## src/rtl/uart_transmitter.sv

```systemverilog
// 8N1 UART transmitter: valid/ready byte intake, small FIFO, registered SOUT.
// Frames are sent back-to-back while the FIFO holds data.
module uart_transmitter #(
    parameter int ClockFreq = 50_000_000,
    parameter int BaudRate  = 115_200,
    parameter int FifoDepth = 4
) (
    input  logic       CLK,
    input  logic       reset,
    input  logic [7:0] DataIn,
    input  logic       DataInValid,
    output logic       DataInReady,
    output logic       SOUT,
    output logic       Busy
);

    localparam int SymbolEdgeTime = (ClockFreq + BaudRate / 2) / BaudRate;
    localparam int CNT_W = (SymbolEdgeTime > 1) ? $clog2(SymbolEdgeTime) : 1;
    localparam int PTR_W = (FifoDepth > 1) ? $clog2(FifoDepth) : 1;
    localparam logic [CNT_W-1:0] BAUD_LAST = CNT_W'(SymbolEdgeTime - 1);
    localparam logic [PTR_W:0]   FULL_CNT  = (PTR_W + 1)'(FifoDepth);

    typedef enum logic [1:0] {
        IDLE  = 2'd0,
        START = 2'd1,
        DATA  = 2'd2,
        STOP  = 2'd3
    } state_t;

    state_t             r_state;
    state_t             w_next_state;
    logic [7:0]         r_mem [FifoDepth];
    logic [PTR_W-1:0]   r_wr_ptr;
    logic [PTR_W-1:0]   r_rd_ptr;
    logic [PTR_W:0]     r_count;
    logic [CNT_W-1:0]   r_baud_cnt;
    logic [2:0]         r_bit_idx;
    logic [7:0]         r_shift;
    logic               r_sout;
    logic               w_sout_next;
    logic               w_push;
    logic               w_pop;
    logic               w_not_empty;
    logic               w_baud_tc;

    // Ready comes from the registered count only, so it never combinationally
    // depends on DataInValid.
    assign DataInReady = (r_count != FULL_CNT);
    assign w_push      = DataInValid && DataInReady;
    assign w_not_empty = (r_count != '0);
    assign w_baud_tc   = (r_baud_cnt == BAUD_LAST);
    assign SOUT        = r_sout;
    assign Busy        = (r_state != IDLE) || w_not_empty;

    // FIFO storage needs no reset: the pointers and count define validity.
    always_ff @(posedge CLK) begin
        if (w_push) begin
            r_mem[r_wr_ptr] <= DataIn;
        end
    end

    always_ff @(posedge CLK or negedge reset) begin
        if (!reset) begin
            r_wr_ptr <= '0;
            r_rd_ptr <= '0;
            r_count  <= '0;
        end else begin
            if (w_push) begin
                r_wr_ptr <= r_wr_ptr + 1'b1;
            end
            if (w_pop) begin
                r_rd_ptr <= r_rd_ptr + 1'b1;
            end
            case ({w_push, w_pop})
                2'b10:   r_count <= r_count + 1'b1;
                2'b01:   r_count <= r_count - 1'b1;
                default: r_count <= r_count;
            endcase
        end
    end

    always_ff @(posedge CLK or negedge reset) begin
        if (!reset) begin
            r_state <= IDLE;
        end else begin
            r_state <= w_next_state;
        end
    end

    always_comb begin
        w_next_state = r_state;
        w_pop        = 1'b0;
        w_sout_next  = 1'b1;
        case (r_state)
            IDLE: begin
                if (w_not_empty) begin
                    w_pop        = 1'b1;
                    w_next_state = START;
                end
            end
            START: begin
                w_sout_next = 1'b0;
                if (w_baud_tc) begin
                    w_next_state = DATA;
                end
            end
            DATA: begin
                w_sout_next = r_shift[r_bit_idx];
                if (w_baud_tc && (r_bit_idx == 3'd7)) begin
                    w_next_state = STOP;
                end
            end
            STOP: begin
                // Chain straight into the next start bit when more data waits.
                if (w_baud_tc) begin
                    if (w_not_empty) begin
                        w_pop        = 1'b1;
                        w_next_state = START;
                    end else begin
                        w_next_state = IDLE;
                    end
                end
            end
            default: begin
                w_next_state = IDLE;
            end
        endcase
    end

    always_ff @(posedge CLK or negedge reset) begin
        if (!reset) begin
            r_baud_cnt <= '0;
            r_bit_idx  <= '0;
            r_shift    <= '0;
        end else if (w_pop) begin
            r_shift    <= r_mem[r_rd_ptr];
            r_bit_idx  <= '0;
            r_baud_cnt <= '0;
        end else if (r_state != IDLE) begin
            r_baud_cnt <= w_baud_tc ? '0 : r_baud_cnt + 1'b1;
            if ((r_state == DATA) && w_baud_tc) begin
                r_bit_idx <= r_bit_idx + 1'b1;
            end
        end
    end

    // Line level lags the state by one cycle, keeping every symbol full length.
    always_ff @(posedge CLK or negedge reset) begin
        if (!reset) begin
            r_sout <= 1'b1;
        end else begin
            r_sout <= w_sout_next;
        end
    end

endmodule

```

## config.mk

```make
export PLATFORM = sky130hd
export DESIGN_NAME = uart_transmitter
export DESIGN_NICKNAME = d
export VERILOG_FILES = /design/src/rtl/uart_transmitter.sv
export SDC_FILE = /design/constraint.sdc
export NUM_CORES = 1
export LEC_CHECK = 0
export ABC_AREA = 1
export CORE_ASPECT_RATIO = 1.5
export CORE_MARGIN = 5
export CORE_UTILIZATION = 30
export DETAILED_ROUTE_END_ITERATION = 6
export SYNTH_ARGS = -nofsm -noshare
export SYNTH_HDL_FRONTEND = slang
export SYNTH_SLANG_ARGS = --single-unit
```

## constraint.sdc

```tcl
create_clock -name CLK -period 3 [get_ports CLK]
set_input_delay 0.6 -clock CLK [delete_from_list [all_inputs] [get_ports CLK]]
set_output_delay 0.6 -clock CLK [all_outputs]
set_load 0.1 [all_outputs]
```

Word-level counts from Yosys, hierarchy flattened --
Memory sizes are Yosys's and may differ from the RTL's. A register that Yosys moved wholly into a read port is not among the register bits. Cells that the tools add are included.
Cells by class: div/mod/pow operators 0, reduce and logical (&&, ||, !) cells 13, multiplexer cells 21, $mul 0, shifts and indexed selects 0, bitwise operators 0, add/sub/neg operators 6, magnitude comparators 1, eq/ne operators 12
Operators with widths (count):
- $mux W9 | 3
- $add A9 B1 Y9 const B | 1
- $eq A9 B9 Y1 const B | 1
- $mux W3 | 3
- $mux W2 | 4
- $ne A2 B2 Y1 const B | 4
- $pmux W2 S4 | 1
- $reduce_bool A2 Y1 | 4
- $add A3 B1 Y3 const B | 2
- $eq A2 B2 Y1 const B | 3
- $mux W1 | 6
- $pmux W3 S2 | 1
- $add A2 B1 Y2 const B | 2
- $eq A2 B1 Y1 const B | 2
- $lt A3 B4 Y1 const B | 1
- $pmux W1 S2 | 2
- $reduce_and A4 Y1 | 1
- $bmux W1 S3 | 1
- $eq A3 B3 Y1 const B | 1
- $logic_and A1 B1 Y1 | 3
- $ne A3 B3 Y1 const B | 1
- $reduce_bool A3 Y1 | 1
- $sub A3 B1 Y3 const B | 1
- $logic_not A2 Y1 | 1
- other kinds (3) | 3
Word-level totals: word-level logic and storage cells 61, bits in registers 22, ROM bits 0, bits of input ports 11, latch bits 0, RAM bits 32, memories 1, output and inout bits 3
Memory list:
- r_mem | words 4, bits a word 8, rd ports 1, clocked after memory_dff 1, write ports 1, line 32 | logic [7:0] r_mem [FifoDepth];

Longest topological paths before layout --
depth in word-level cells 6, mapped depth 16, depth with buffers taken out 15

Worst setup path before layout --
OpenSTA, ideal clock, no wires.
path type register to register, from register r_count[0], to register r_count[2], clock period less this slack 2.652 ns, path buffers 0, required time 2.869 ns, data arrival time 2.521 ns, setup time 0.131 ns, setup slack 0.348 ns, cell stages (with the launch flop) 9, path through dfrtp_1 -> nor2_1 -> nand2_1 -> nand2_1 -> ha_1 -> fa_1 -> a21oi_1 -> o21ai_0 -> xor2_1
On the way: elaborated cells between the ends (all ways) 12, classes of those cells add/sub (2); eq/ne (3); mux (4); reduce/logical (3)
RTL lines:
- start, declared | line 35 | logic [PTR_W:0] r_count;
- start signal, assigned | line 75 | 2'b10: r_count <= r_count + 1'b1;
- start signal, assigned | line 76 | 2'b01: r_count <= r_count - 1'b1;
- start signal, assigned | line 77 | default: r_count <= r_count;
- $ne A3 B3 Y1 * | line 48 | assign DataInReady = (r_count != FULL_CNT);
- via DataInReady | line 12 | output logic DataInReady,
- $logic_and A1 B1 Y1 * | line 49 | assign w_push = DataInValid && DataInReady;
- $eq A2 B1 Y1 / $eq A2 B2 Y1 (equally long branches) | line 74 | case ({w_push, w_pop})
- $pmux W3 S2 / $reduce_bool A2 Y1 (equally long branches)
The timed path passes the listed nets; every way through them passes the cells marked *. A chain may end at the register's enable or synchronous reset.

Final worst setup path --
from register r_state[0], to register r_count[1]
On the way: longest elaborated chain between the ends 4, elaborated cells between the ends (all ways) 7, classes of those cells eq/ne (3); mux (2); reduce/logical (2)
Ends and longest elaborated chain:
- start, declared | line 30 | state_t r_state;
- start signal, assigned | line 86 | r_state <= w_next_state;
- $eq A2 B2 Y1 / $logic_not A2 Y1 (equally long branches) | line 94 | case (r_state)
- $pmux W1 S2 * | line 94
- $eq A2 B1 Y1 / $eq A2 B2 Y1 (equally long branches) | line 74
- $pmux W3 S2 / $reduce_bool A2 Y1 (equally long branches)
Mark *: on every way between the ends. The rest lies on a longest branch, timed or not.

==> results.txt <==
----------------------------------------------------
[STA]
  Count of final hold-check violations ... 0
  Number of max-slew violations in the final report ... 0
  Aggregate negative setup slack ... 0 ps
  Setup repair after global routing missed its margin ... false
  Worst Setup Slack, final ... 250.1 ps
  Final setup violation count ... 0
  Worst Tran Pin Value ... 589.4 ps
  Clock period minus final worst setup slack ... 2750 ps
  Slew headroom ... 0.6070
  Ratio of final minimum period to clock period ... 0.9166
  Worst clock skew ... 3.163 ps
  Maximum frequency from static timing analysis ... 363.6 MHz

[Routing]
  Number of nets with antenna violations after routing ... 0
  Total number of vias ... 2177
  Pre-antenna DRT Iters ... 4
  Sum of routed wire length over all layers ... 5622 microns
  Drc violations ... 0
  Iteration-0 DRC count of the detailed router ... 113
  Wire per inst ... 11.99 microns
  Via density ... 4.642

[Logic synthesis]
  Count of distinct cell types in the synthesized netlist ... 29
  Yosys Warn Count ... 0
  Number of standard cells after synthesis ... 328
  Dominant cell type by area after synthesis ... sky130_fd_sc_hd__edfxtp_1
  Synth Register Bits ... 62
  Share of synthesized area occupied by flip-flops and latches ... 0.5590
  Syn_nets ... 354
  Cell area after technology mapping ... 3064 sq um
  Share of the synthesized area in the top cell type ... 0.3136
  Avg Inst Size Synth ... 9.342 sq um
  Top area cells in the synthesized netlist ... sky130_fd_sc_hd__edfxtp_1 (31%), sky130_fd_sc_hd__dfrtp_1 (24%), sky130_fd_sc_hd__nand2_1 (9.1%)

[Place]
  Final weighted congestion of routability-driven global placement ... 0.8159
  Post-Place Worst Slack ... 252.8 ps
  DPL Wire Length ... 3937 microns
  Port Buffer Count ... 13

[CTS]
  Setup fix buffers added after clock tree synthesis ... 0
  Clock buffers created by TritonCTS ... 9
  Clk buf depth ... 2
  Clock slew at the register clock pins of the worst setup and hold paths ... 50 ps
  Post-CTS sizing ... 0
  Skew-Pair Late Insertion Delay ... 330 ps
  Clock tree from TritonCTS ... done
  CTS Hold Buffers Added ... 0
  Number of clock sinks ... 62
  CTS HTree Levels ... 3
  Library cell used as clock root buffer ... sky130_fd_sc_hd__clkbuf_16

[Layout]
  Fraction of layout cells with a size suffix above 1 ... 0.09943
  Syn-to-layout area delta ... 17.31%
  Leading cell types in the layout, fill and taps excluded ... sky130_fd_sc_hd__nand2_1 (74), sky130_fd_sc_hd__nor2_1 (48), sky130_fd_sc_hd__o21ai_0 (33)
  Most common cell after layout, fill and taps aside ... sky130_fd_sc_hd__nand2_1
  Area taken by multi-input logic gates ... 1141 sq um
  Register area ... 1713 sq um
  Antenna Cells ... 0
  Fillcell total ... 999
  # nets final ... 373
  Utilization of the core after routing ... 0.3567

[Min path]
  HP Class ... flip-flop to flip-flop
  Cells on Worst Hold Path ... 2
  Min-delay src ... r_shift[5]$_DFFE_PN0N_
  Hold-critical path endpoint ... r_shift[5]$_DFFE_PN0N_

[Floorplan]
  Num ports ... 14
  Starting utilization of the core area ... 0.3040
  Width of the chip ... 92.52 microns
  Row count ... 45
  Core ar. ... 10080 sq um
  Overall die area ... 12380 sq um
  Height of the die ... 133.8 microns

[Worst setup path]
  Arr. time, crit path ... 2960 ps
  Maximum net fanout on the critical path ... 26
  Data required, critical path ... 3210 ps
  Critical setup path kind ... flip-flop to flip-flop
  Slowest Stage Delay on Critical Path ... 420 ps
  Dominant cell type by count on the critical path ... sky130_fd_sc_hd__inv_1
  Worst-case reg-to-reg path depth ... 11
  Endpoint of the most critical register-to-register path ... r_count[1]$_DFFE_PN0P_
  Worst Setup End Kind ... flip-flop
  Launch instance of the worst register-to-register path ... r_state[0]$_DFFE_PN0P_
  Master of the slowest instance on the critical path ... sky130_fd_sc_hd__dfrtp_1
  Cell-by-cell listing of the critical path ... inv_1 > ha_1 > inv_1 > nor2_1 > inv_1 > nand2_2 > nand2_4 > inv_4 > ha_1 > fa_1 > mux2_2
  FF-to-FF setup slack ... 250 ps
  Category of the worst setup path launch point ... flip-flop

[Power and ir drop]
  Switching component of the power ... 0.0006204 W
  Combinational Power Share ... 0.129
  Clock share of power ... 0.423
  Reg power frac ... 0.448
  Switching Fraction ... 0.2583
  Leakage component of the power ... 1.600 nW
  IR drop worst, VDD ... 0.0002141 V
  Internal power consumption ... 0.001781 W
  Power per cell area ... 668.2 nW/um^2

[Job]
  Total of max-cap violations ... 0

[Global route]
  Wire length of the first global-routing pass ... 9653 microns
  Remaining global-route overflow ... 0
  Number of antenna violations at the first check in global routing ... 0
  Global-route usage over all layers ... 0.09881
  Number of global-route vias before repair ... 2148
  Pin count of the biggest net entering global routing ... 31

[Run status]
  Result of the run ... complete, no violations

----------------------------------------------------
cell families (layout without fill, tap and decap cells):
logic type / count (synthesis) / count (layout) / synth area share
buffers and inverters: 44 / 68 / 0.06860
DFF: 62 / 62 / 0.5590
adders and majority gates: 15 / 15 / 0.06370
and+or+nand+nor: 161 / 161 / 0.2225
muxes: 1 / 1 / 0.003675
AOI/OAI and AO/OA: 39 / 39 / 0.06533
xor gates and xnor gates: 6 / 6 / 0.01715
per-layer routing:
metal  part of all wire  up-vias  global-route usage
met5                  0        -                   0
met2               0.53       33              0.1740
met1               0.42     1033              0.1085
met3              0.031        8             0.02020
li1                   -     1103                   -
met4              0.018        0             0.05785
cell type report:
cell class	count	area share
flip-flops and latches	62	0.4765
clock buffers	9	0.06265
well taps	117	0.04072
repair buffers	19	0.04664
multi-input cells	222	0.3174
clock inverters	7	0.02054
inverters	33	0.03550
worst max-delay path: cells and delay by family, from the launching register on:
kind                     cells  cell delay, ps
flip-flops                   1             420
multiplexers                 1             270
AND/OR/NAND/NOR              3             400
adder cells (fa/ha/maj)      3            1040
buffers and inverters        4             500
synthesized netlist by cell type:
| master | instances |
|---|---|
| sky130_fd_sc_hd__nand2_1 | 74 |
| sky130_fd_sc_hd__nor2_1 | 48 |
| sky130_fd_sc_hd__o21ai_0 | 33 |
| sky130_fd_sc_hd__edfxtp_1 | 32 |
| sky130_fd_sc_hd__inv_1 | 31 |
| sky130_fd_sc_hd__dfrtp_1 | 29 |
| sky130_fd_sc_hd__nand3_1 | 26 |
| sky130_fd_sc_hd__ha_1 | 14 |
| sky130_fd_sc_hd__a21oi_1 | 4 |
| sky130_fd_sc_hd__clkbuf_1 | 4 |
| sky130_fd_sc_hd__nand2_2 | 4 |
| sky130_fd_sc_hd__xor2_1 | 4 |
| sky130_fd_sc_hd__nand3b_1 | 3 |
| sky130_fd_sc_hd__buf_2 | 2 |
| sky130_fd_sc_hd__buf_4 | 2 |
| sky130_fd_sc_hd__buf_6 | 2 |
| sky130_fd_sc_hd__nand4_1 | 2 |
| sky130_fd_sc_hd__o211ai_1 | 2 |
| sky130_fd_sc_hd__xnor2_1 | 2 |
| sky130_fd_sc_hd__buf_12 | 1 |
| sky130_fd_sc_hd__clkinv_2 | 1 |
| sky130_fd_sc_hd__dfstp_2 | 1 |
| sky130_fd_sc_hd__fa_1 | 1 |
| sky130_fd_sc_hd__inv_4 | 1 |
| sky130_fd_sc_hd__mux2_2 | 1 |
| sky130_fd_sc_hd__nand2_4 | 1 |
| sky130_fd_sc_hd__nor2_2 | 1 |
| sky130_fd_sc_hd__nor2_4 | 1 |
| sky130_fd_sc_hd__nor3_1 | 1 |
metrics by stage:
step	total power [W]	area [sq um]	instances	hold WS [ps]
CTS	0.002437	3595	469	485.1
finish	0.002402	3595	469	476.4
floorplan	0.001289	3064	328	304.4
detailed placement	0.001409	3296	453	471.8
global route	0.002517	3595	469	511.7
global placement	0.001400	3296	453	463.4
sequential cells by signal, summed over array words and instances (netlist names):
register    flops
r_state         2
r_mem          32
r_wr_ptr        2
r_baud_cnt      9
r_rd_ptr        2
r_shift         8
r_bit_idx       3
r_count         3
SOUT            1
how the worst max path moves through the flow:
stage                                       from  slack (ps)  depth (start not counted)                     end
after floorplan           r_count[0]$_DFFE_PN0P_         350                          8  r_count[2]$_DFFE_PN0P_
after global placement    r_state[0]$_DFFE_PN0P_         330                         11  r_count[1]$_DFFE_PN0P_
after detailed placement  r_state[0]$_DFFE_PN0P_         250                         11  r_count[1]$_DFFE_PN0P_
after CTS                 r_state[0]$_DFFE_PN0P_         240                         11  r_count[1]$_DFFE_PN0P_
after global routing      r_state[0]$_DFFE_PN0P_          20                         11  r_count[1]$_DFFE_PN0P_
final                     r_state[0]$_DFFE_PN0P_         250                         11  r_count[1]$_DFFE_PN0P_
power by group through the flow:
stage | Clock, W | Combinational [W] | Sequential [W]
2_1_floorplan | 0 | 0.000209 | 0.00108
3_3_place_gp | 0 | 0.000314 | 0.00109
3_5_place_dp | 0 | 0.000318 | 0.00109
4_1_cts | 0.00104 | 0.000320 | 0.00108
5_1_grt | 0.00108 | 0.000350 | 0.00108
6_report | 0.00102 | 0.000309 | 0.00108
(Power assumes the default switching activity.)
